File: src/rtl/pipeline_ctrl_types.sv
`default_nettype none
// +--------------------------------------------------------------------+
// | pipeline_ctrl_types: shared types and defaults for pipeline control |
// | Revision: 1.0                                                      |
// +--------------------------------------------------------------------+
package pipeline_ctrl_types;

    localparam int REG_W_DEF = 3;

    typedef enum logic [0:0] {
        RUN      = 1'b0,
        MEM_WAIT = 1'b1
    } state_e;

endpackage
`default_nettype wire

File: src/rtl/hazard_detect.sv
`default_nettype none
// +--------------------------------------------------------------------+
// | hazard_detect: load-use hazard between the EX load and ID operands |
// | Revision: 1.0                                                      |
// +--------------------------------------------------------------------+
module hazard_detect
    import pipeline_ctrl_types::*;
#(
    parameter int REG_W = REG_W_DEF
) (
    input  logic             ex_mem_read,
    input  logic [REG_W-1:0] ex_dest,
    input  logic [REG_W-1:0] id_sr1,
    input  logic [REG_W-1:0] id_sr2,
    input  logic             id_use_sr1,
    input  logic             id_use_sr2,
    output logic             hazard
);

    logic w_hit1;
    logic w_hit2;

    assign w_hit1 = id_use_sr1 && (id_sr1 == ex_dest);
    assign w_hit2 = id_use_sr2 && (id_sr2 == ex_dest);
    assign hazard = ex_mem_read && (w_hit1 || w_hit2);

endmodule
`default_nettype wire

File: src/rtl/stall_unit.sv
`default_nettype none
// +--------------------------------------------------------------------+
// | stall_unit: memory-wait stall FSM, hazard/redirect controls, stall |
// | cycle counter. Revision: 1.0                                       |
// +--------------------------------------------------------------------+
module stall_unit
    import pipeline_ctrl_types::*;
#(
    parameter int REG_W = REG_W_DEF,
    parameter int CNT_W = 32
) (
    input  logic             clk,
    input  logic             rst,
    input  logic             icache_resp,
    input  logic             dcache_resp,
    input  logic             mem_read,
    input  logic             mem_write,
    input  logic             ex_mem_read,
    input  logic [REG_W-1:0] ex_dest,
    input  logic [REG_W-1:0] id_sr1,
    input  logic [REG_W-1:0] id_sr2,
    input  logic             id_use_sr1,
    input  logic             id_use_sr2,
    input  logic             br_taken,
    output logic             stall,
    output logic             load_pc,
    output logic             load_if_id,
    output logic             bubble_id_ex,
    output logic             flush_if_id,
    output logic             flush_id_ex,
    output logic             icache_read,
    output logic             dcache_read,
    output logic             dcache_write,
    output logic [CNT_W-1:0] stall_cycles
);

    state_e           state_q, state_d;
    logic             i_done_q, i_done_d;
    logic             d_done_q, d_done_d;
    logic [CNT_W-1:0] stall_cycles_q, stall_cycles_d;

    logic w_mem_op;
    logic w_i_req, w_d_req;
    logic w_i_ok, w_d_ok;
    logic w_hazard;
    logic w_redirect;
    logic w_bubble;

    assign w_mem_op = mem_read | mem_write;

    hazard_detect #(
        .REG_W (REG_W)
    ) u_hazard_detect (
        .ex_mem_read (ex_mem_read),
        .ex_dest     (ex_dest),
        .id_sr1      (id_sr1),
        .id_sr2      (id_sr2),
        .id_use_sr1  (id_use_sr1),
        .id_use_sr2  (id_use_sr2),
        .hazard      (w_hazard)
    );

    // A port counts as satisfied once flagged or while its response arrives.
    always_comb begin
        state_d  = state_q;
        i_done_d = i_done_q;
        d_done_d = d_done_q;
        w_i_req  = 1'b1;
        w_d_req  = w_mem_op;
        w_i_ok   = icache_resp;
        w_d_ok   = dcache_resp | ~w_mem_op;
        case (state_q)
            RUN: begin
                if (!(w_i_ok && w_d_ok)) begin
                    state_d  = MEM_WAIT;
                    i_done_d = icache_resp;
                    d_done_d = dcache_resp | ~w_mem_op;
                end
            end
            MEM_WAIT: begin
                w_i_req = ~i_done_q;
                w_d_req = w_mem_op & ~d_done_q;
                w_i_ok  = i_done_q | icache_resp;
                w_d_ok  = d_done_q | dcache_resp | ~w_mem_op;
                if (w_i_ok && w_d_ok) begin
                    state_d  = RUN;
                    i_done_d = 1'b0;
                    d_done_d = 1'b0;
                end else begin
                    i_done_d = w_i_ok;
                    d_done_d = w_d_ok;
                end
            end
            default: begin
                state_d  = RUN;
                i_done_d = 1'b0;
                d_done_d = 1'b0;
            end
        endcase
    end

    // Every control is forced quiet while reset is held.
    assign stall        = ~rst & ~(w_i_ok & w_d_ok);
    assign icache_read  = ~rst & w_i_req;
    assign dcache_read  = ~rst & w_d_req & mem_read;
    assign dcache_write = ~rst & w_d_req & mem_write;

    assign w_redirect   = ~rst & br_taken & ~stall;
    assign w_bubble     = ~rst & w_hazard & ~stall & ~br_taken;

    assign flush_if_id  = w_redirect;
    assign flush_id_ex  = w_redirect;
    assign bubble_id_ex = w_bubble;
    assign load_pc      = ~rst & ~w_bubble;
    assign load_if_id   = ~rst & ~w_bubble;

    assign stall_cycles_d = stall_cycles_q + CNT_W'(stall);
    assign stall_cycles   = stall_cycles_q;

    always_ff @(posedge clk or posedge rst) begin
        if (rst) begin
            state_q        <= RUN;
            i_done_q       <= 1'b0;
            d_done_q       <= 1'b0;
            stall_cycles_q <= '0;
        end else begin
            state_q        <= state_d;
            i_done_q       <= i_done_d;
            d_done_q       <= d_done_d;
            stall_cycles_q <= stall_cycles_d;
        end
    end

endmodule
`default_nettype wire

File: config.mk
export PLATFORM = sky130hd
export DESIGN_NAME = stall_unit
export DESIGN_NICKNAME = d
export VERILOG_FILES = /design/src/rtl/pipeline_ctrl_types.sv /design/src/rtl/hazard_detect.sv /design/src/rtl/stall_unit.sv
export SDC_FILE = /design/constraint.sdc
export NUM_CORES = 1
export LEC_CHECK = 0
export BUFFER_PORTS_ARGS = -buffer_cell sky130_fd_sc_hd__buf_2
export CAP_MARGIN = 20
export CORE_MARGIN = 2
export CORE_UTILIZATION = 40
export CTS_CLUSTER_SIZE = 40
export DETAILED_ROUTE_END_ITERATION = 12
export HOLD_SLACK_MARGIN = 0.06
export PLACE_DENSITY = 0.72
export SKIP_CTS_REPAIR_TIMING = 1
export SYNTH_ARGS = -nofsm -noshare
export SYNTH_HDL_FRONTEND = slang
export SYNTH_SLANG_ARGS = --single-unit
File: constraint.sdc
create_clock -name clk -period 4 [get_ports clk]
set_clock_uncertainty 0.1 [all_clocks]
set_input_delay 0.8 -clock clk [delete_from_list [all_inputs] [get_ports clk]]
set_output_delay 0.8 -clock clk [all_outputs]
set_load 0.02 [all_outputs]
==> out/results.txt, run 1 <==
Worst-path clk slew -> 70 ps
RePlAce Congestion -> 0.796
TritonCTS clock tree -> done
crit-path max cell delay -> 310 ps
RSZ-0062 raised after global routing -> false
share of layout cells above drive strength 1 -> 33.8%
post-layout total power -> 0.948 mW
#FFs+latches synth -> 35
most frequent cells in the layout -> buf_2 (59), dfrtp_1 (35), xnor2_1 (32), nand4_1 (15), nand3_1 (12)
PD cells -> 428 nW/um^2
Worst Path Arrival -> 1990 ps
total negative slack -> 0 ps
RR Endpoint -> stall_cycles[30]
post-synthesis mux area share -> 0%
Worst VDD drop -> 0.180 mV
worst hold slack -> 370 ps
DRC viols -> 0
later-pin clock latency in the skew report -> 290 ps
Synth Area per Inst -> 11.1 um^2
drt wl/cell -> 14.3 um
CP Buf/Inv Count -> 2
Synth Area in Compound Gates -> 3.74%
Mapped Nets -> 180
DRT Wirelength -> 3.91 mm
maximum capacitance violations -> 0
Layout area overhead -> 25.0%
Post-Synthesis Cells -> 159
worst-path cell chain -> buf_2 > o21bai_1 > o22ai_1 > nor2_1 > and3_1 > buf_2
clock buffer depth -> 2
Synth Area in Adders -> 1.41%
post-DP HPWL -> 2.87 mm
I/O Pins -> 60
Placeable Area -> 4320 um^2
Layout Nets -> 242
Die X -> 70.6 um
# rows -> 24
ANT cells -> 0
initial DRC count -> 115
R2R Setup Slk -> 1540 ps
Worst path depth -> 6
commonest non-fill, non-tap cell in the layout -> buf_2
setup violators final -> 0
status -> finished clean
Leak -> 1.11 nW
post-route ant nets -> 0
CTS Buf Count -> 5
largest family of logic cells by synthesized area -> simple AND/OR/NAND/NOR gates
CP Capture Type -> primary output
fin util -> 51.2%
Seq/Total Area, Yosys -> 49.4%
Hold Fails Final Rpt -> 0
clk sinks -> 35
Post-Synth Simple-Gate Area -> 24.4%
Slew @ Worst Pin -> 714 ps
total grt overflow -> 0
highest clock rate -> 0.346 GHz
Worst path most repeated cell -> buf_2
crit path kind -> input pin to primary output
initial core utilization -> 41.0%
first-pass GRT wire length -> 6.37 mm
worst r2r path cells -> 9
Total GRT Usage -> 16.6%
die area -> 4980 um^2
drt pass-1 iters -> 4
critical path data required time -> 3100 ps
initial antenna violation count -> 0
CP Max Fanout -> 5
number of port buffers -> 59
Synth cell types -> 26
hold path depth -> 1
warnings from Yosys -> 0
HP Class -> flip-flop to flip-flop
relative slew slack -> 52.1%
Netlist Area Pre-Place -> 1770 um^2
hold_sp -> stall_cycles[31]
CP startpoint kind -> input pin
H-tree depth -> 2
XOR/XNOR share of the synthesized area -> 17.8%
Final Cycle Share -> 72.3%
R2R Path Start -> i_done_q
DR vias -> 1391
Top Family by Delay on Critical Path -> simple AND/OR/NAND/NOR gates
largest net degree at the start of global routing -> 36
vias in the first global route -> 1329
Slew Limit Fails -> 0
WHS Endpoint -> stall_cycles[31]
clock root buffer -> clkbuf_8
post-DR vias/cell -> 5.08
post-route minimum period -> 2890 ps
Die Y -> 70.6 um
Worst path slowest cell -> o21bai_1
stage by stage:
| step | std cells | instance area, um^2 | setup WS, ps |
|---|---|---|---|
| detailed placement | 266 | 2100 | 831 |
| floorplan | 159 | 1770 | 939 |
| global placement | 266 | 2100 | 974 |
| finish | 274 | 2210 | 1110 |
| global route | 274 | 2210 | 908 |
| CTS | 274 | 2210 | 1120 |
worst reg2reg max path, cell delays in order (launching register included):
cell	delay, ps
dfrtp_1	430
o22ai_1	160
nor2_1	110
nor2_1	140
ha_1	240
ha_1	250
nand4_1	240
nor3_4	330
nand4_1	170
xnor2_1	180
worst max path at each step:
stage | end | slack [ps] | start
5_1_grt | stall_cycles[28] | 910 | dcache_resp
2_1_floorplan | flush_if_id | 940 | rst
3_3_place_gp | stall_cycles[30] | 970 | dcache_resp
6_report | flush_id_ex | 1110 | mem_write
3_5_place_dp | stall_cycles[29] | 830 | dcache_resp
4_1_cts | flush_id_ex | 1120 | mem_write
layout make-up:
type	count	area [um^2]
fill	412	2110
sequential	35	876
multi-input combinational	115	838
timing repair buffer	60	303
clock buffer	6	82.6
tap	52	65.1
clock inverter	2	35.0
inverter	4	15.0
Yosys cell counts (all sizes together):
cell type  instances  area, um^2
dfrtp             35         876
xnor2             32         280
nand4             16         115
nand3             13        70.1
nand2             10        37.5
and3               8        51.3
a21oi              7        35.0
nor2               6        22.5
and2               5        31.3
buf                4        37.5
inv                4        15.0
xor2               4        35.0
nor4               3        63.8
and4               2        17.5
ha                 2        25.0
o21ai              2        10.0
clkbuf             1        5.00
nand2b             1        6.26
nor3               1        16.3
o211ai             1        7.51
o21bai             1        7.51
o22ai              1        6.26
sequential cells by signal, indices dropped and copies added (netlist names):
name,cells
d_done_q,1
i_done_q,1
stall_cycles,32
state_q,1
routing by layer:
metal	track usage [%]	routed length [um]
met5	0	0
met4	9.43	80
met3	3.70	131
met2	26.4	1990
met1	21.1	1710
power by group:
group | switching, mW | internal (mW) | total, mW
clock network | 0.133 | 0.202 | 0.335
registers | 0.0508 | 0.389 | 0.439
logic | 0.107 | 0.0661 | 0.173
total | 0.291 | 0.656 | 0.948
logic make-up (layout without fill, tap and decap cells):
group | Yosys count | after routing
XOR/XNOR | 36 | 36
flip-flops | 35 | 35
buffers and inverters | 9 | 72
AO/OA/AOI/OAI | 12 | 12
adder cells (fa/ha/maj) | 2 | 2
AND/OR/NAND/NOR | 65 | 65
No activity file was read; power rests on OpenSTA's default activity.
==> inputs of run 2 (changes only) <==
--- a/config.mk
+++ b/config.mk
@@ -12,7 +12,7 @@
 export CTS_CLUSTER_SIZE = 40
 export DETAILED_ROUTE_END_ITERATION = 12
 export HOLD_SLACK_MARGIN = 0.06
-export PLACE_DENSITY = 0.72
+export PLACE_DENSITY = 0.74
 export SKIP_CTS_REPAIR_TIMING = 1
 export SYNTH_ARGS = -nofsm -noshare
 export SYNTH_HDL_FRONTEND = slang
==> constraint.sdc (replaced) <==
create_clock -name clk -period 2.46 [get_ports clk]
set_clock_uncertainty 0.1 [all_clocks]
set_input_delay 0.492 -clock clk [delete_from_list [all_inputs] [get_ports clk]]
set_output_delay 0.492 -clock clk [all_outputs]
set_load 0.02 [all_outputs]
==> out/results.txt, run 2 (synthesis gave the netlist of run 1 again) <==
status -> finished clean
RSZ-0062 raised after global routing -> false
ANT cells -> 0 (unchanged)
worst r2r path cells -> 9 (unchanged)
total grt overflow -> 0 (unchanged)
CP startpoint kind -> input pin
clock share of power -> 30.4% (-5.0 points)
Layout area overhead -> 29.8%
pre-CTS WS -> -66.7 ps (-897 ps)
HP Class -> input pin to async pin
Layout Nets -> 249 (+2.9%)
Register Area -> 876 um^2 (unchanged)
Die X -> 70.6 um (unchanged)
Worst Path Arrival -> 2260 ps (+270 ps)
setup violators final -> 0 (unchanged)
clock buffer depth -> 2 (unchanged)
CP Max Fanout -> 7 (+2)
Slew @ Worst Pin -> 671 ps (-42.7 ps)
final worst-path setup slack -> 263 ps (-846 ps)
critical path data required time -> 2530 ps (-570 ps)
largest net degree at the start of global routing -> 36 (unchanged)
total negative slack -> 0 ps (unchanged)
number of port buffers -> 59 (unchanged)
Psw -> 0.467 mW (+60%)
area of the multi-input gates -> 888 um^2 (+6.0%)
RePlAce Congestion -> 0.721 (-9.5%)
clock root buffer -> clkbuf_8
R2R Setup Slk -> 270 ps (-1270 ps)
met3 Track Usage GR -> 3.85% (+0.14 points)
DRT Wirelength -> 3.62 mm (-7.4%)
crit path kind -> input pin to flip-flop
maximum capacitance violations -> 0 (unchanged)
post-route minimum period -> 2200 ps
Worst-path clk slew -> 70 ps (about the same)
Final Cycle Share -> 89.3%
met1 Use GR -> 20.7% (-0.45 points)
Combinational Power Share -> 21.1% (+2.8 points)
Slew Limit Fails -> 0 (unchanged)
initial core utilization -> 41.0% (unchanged)
vias in the first global route -> 1373 (+3.3%)
relative slew slack -> 54.9% (+2.9 points)
sequential share of power -> 48.5% (+2.1 points)
CTS Buf Count -> 5 (unchanged)
Hold Fails Final Rpt -> 0 (unchanged)
final-layout fill cell count -> 397 (-3.6%)
fin util -> 53.2% (+2.0 points)
I/O Pins -> 60 (unchanged)
drt pass-1 iters -> 4 (unchanged)
share of layout cells above drive strength 1 -> 38.0% (+4.2 points)
initial antenna violation count -> 0 (unchanged)
Leak -> 1.14 nW (+2.5%)
initial DRC count -> 72 (-37%)
# rows -> 24 (unchanged)
Net Sw Frac -> 31.4% (+0.62 points)
clk sinks -> 35 (unchanged)
commonest non-fill, non-tap cell in the layout -> buf_2
post-DP HPWL -> 2.71 mm (-5.7%)
Die Y -> 70.6 um (unchanged)
drt wl/cell -> 12.9 um (-9.7%)
most frequent cells in the layout -> buf_2 (59), dfrtp_1 (35), xnor2_1 (32), nand4_1 (15), nand3_1 (12)
DR vias -> 1404 (+0.93%)
post-route ant nets -> 0 (unchanged)
R2R Path Start -> i_done_q
critical path startpoint -> dcache_resp
later-pin clock latency in the skew report -> 280 ps (about the same)
post-layout total power -> 1.49 mW (+57%)
first-pass GRT wire length -> 6.30 mm (-1.1%)
die area -> 4980 um^2 (unchanged)
DRC viols -> 0 (unchanged)
highest clock rate -> 0.455 GHz
max FFs per register -> 32 (unchanged)
Total GRT Usage -> 15.9% (-0.75 points)
CP Capture Type -> flip-flop
Placeable Area -> 4320 um^2 (unchanged)
busiest grt layer -> met2
post-DR vias/cell -> 5.00 (-1.6%)
internal power -> 1.02 mW (+56%)
H-tree depth -> 2 (unchanged)
PD cells -> 647 nW/um^2 (+51%)
grt met2 use -> 26.1% (-0.31 points)
Worst VDD drop -> 0.509 mV (+180%)
TritonCTS clock tree -> done
==> run 2: cell types whose count changed in the layout (fill, tap and decap cells not counted), moves of 2 or more <==
cell,previous run,this run
buf_4,1,8
ha_1,2,0
ha_4,0,2
nor2_1,6,4
==> run 2: metrics by stage <==
step / hold WS (ps) / instances / instance area, um^2
after CTS: 301 / 281 / 2300
after floorplan: 423 / 159 / 1820
after detailed placement: 358 / 273 / 2200
final: 291 / 281 / 2300
after global placement: 357 / 273 / 2200
after global routing: 343 / 281 / 2300
==> run 2: power by group through the flow <==
| stage | combinational, mW | sequential, mW | clock, mW |
|---|---|---|---|
| 2_1_floorplan | 0.146 | 0.774 | 0 |
| 3_3_place_gp | 0.312 | 0.729 | 0 |
| 3_5_place_dp | 0.320 | 0.733 | 0 |
| 4_1_cts | 0.321 | 0.722 | 0.471 |
| 5_1_grt | 0.353 | 0.735 | 0.494 |
| 6_report | 0.314 | 0.722 | 0.453 |
==> run 2: path summary, 6_finish.rpt <==
| kind | end |
|---|---|
| setup / recovery | stall_cycles[28] |
| hold / removal | stall_cycles[26] |
| setup reg to reg | stall_cycles[28] |
| hold reg to reg | stall_cycles[31] |
| max in group asynchronous | stall_cycles[1] |
| min in group clk | stall_cycles[31] |
==> run 2: cell type report <==
| cell class | count | area share, % |
|---|---|---|
| multi-input combinational | 115 | 38.6 |
| sequential | 35 | 38.1 |
| timing repair buffer | 67 | 15.5 |
| clock buffer | 8 | 4.35 |
| tap | 52 | 2.83 |
| inverter | 4 | 0.653 |
==> run 2: layer usage <==
| metal | up-vias | part of all wire [%] |
|---|---|---|
| li1 | 691 | - |
| met1 | 685 | 46 |
| met2 | 23 | 49 |
| met3 | 5 | 3.6 |
| met4 | 0 | 1.1 |
| met5 | - | 0 |
==> run 2: worst max-delay path, stage by stage <==
cell and delay, ps:
buf_2 100, o21bai_4 170, o22ai_1 170, nor2_2 80
nor2_4 130, ha_4 150, ha_4 120, nand4_1 170
nor3_4 360, nand4_1 160, xnor2_1 180
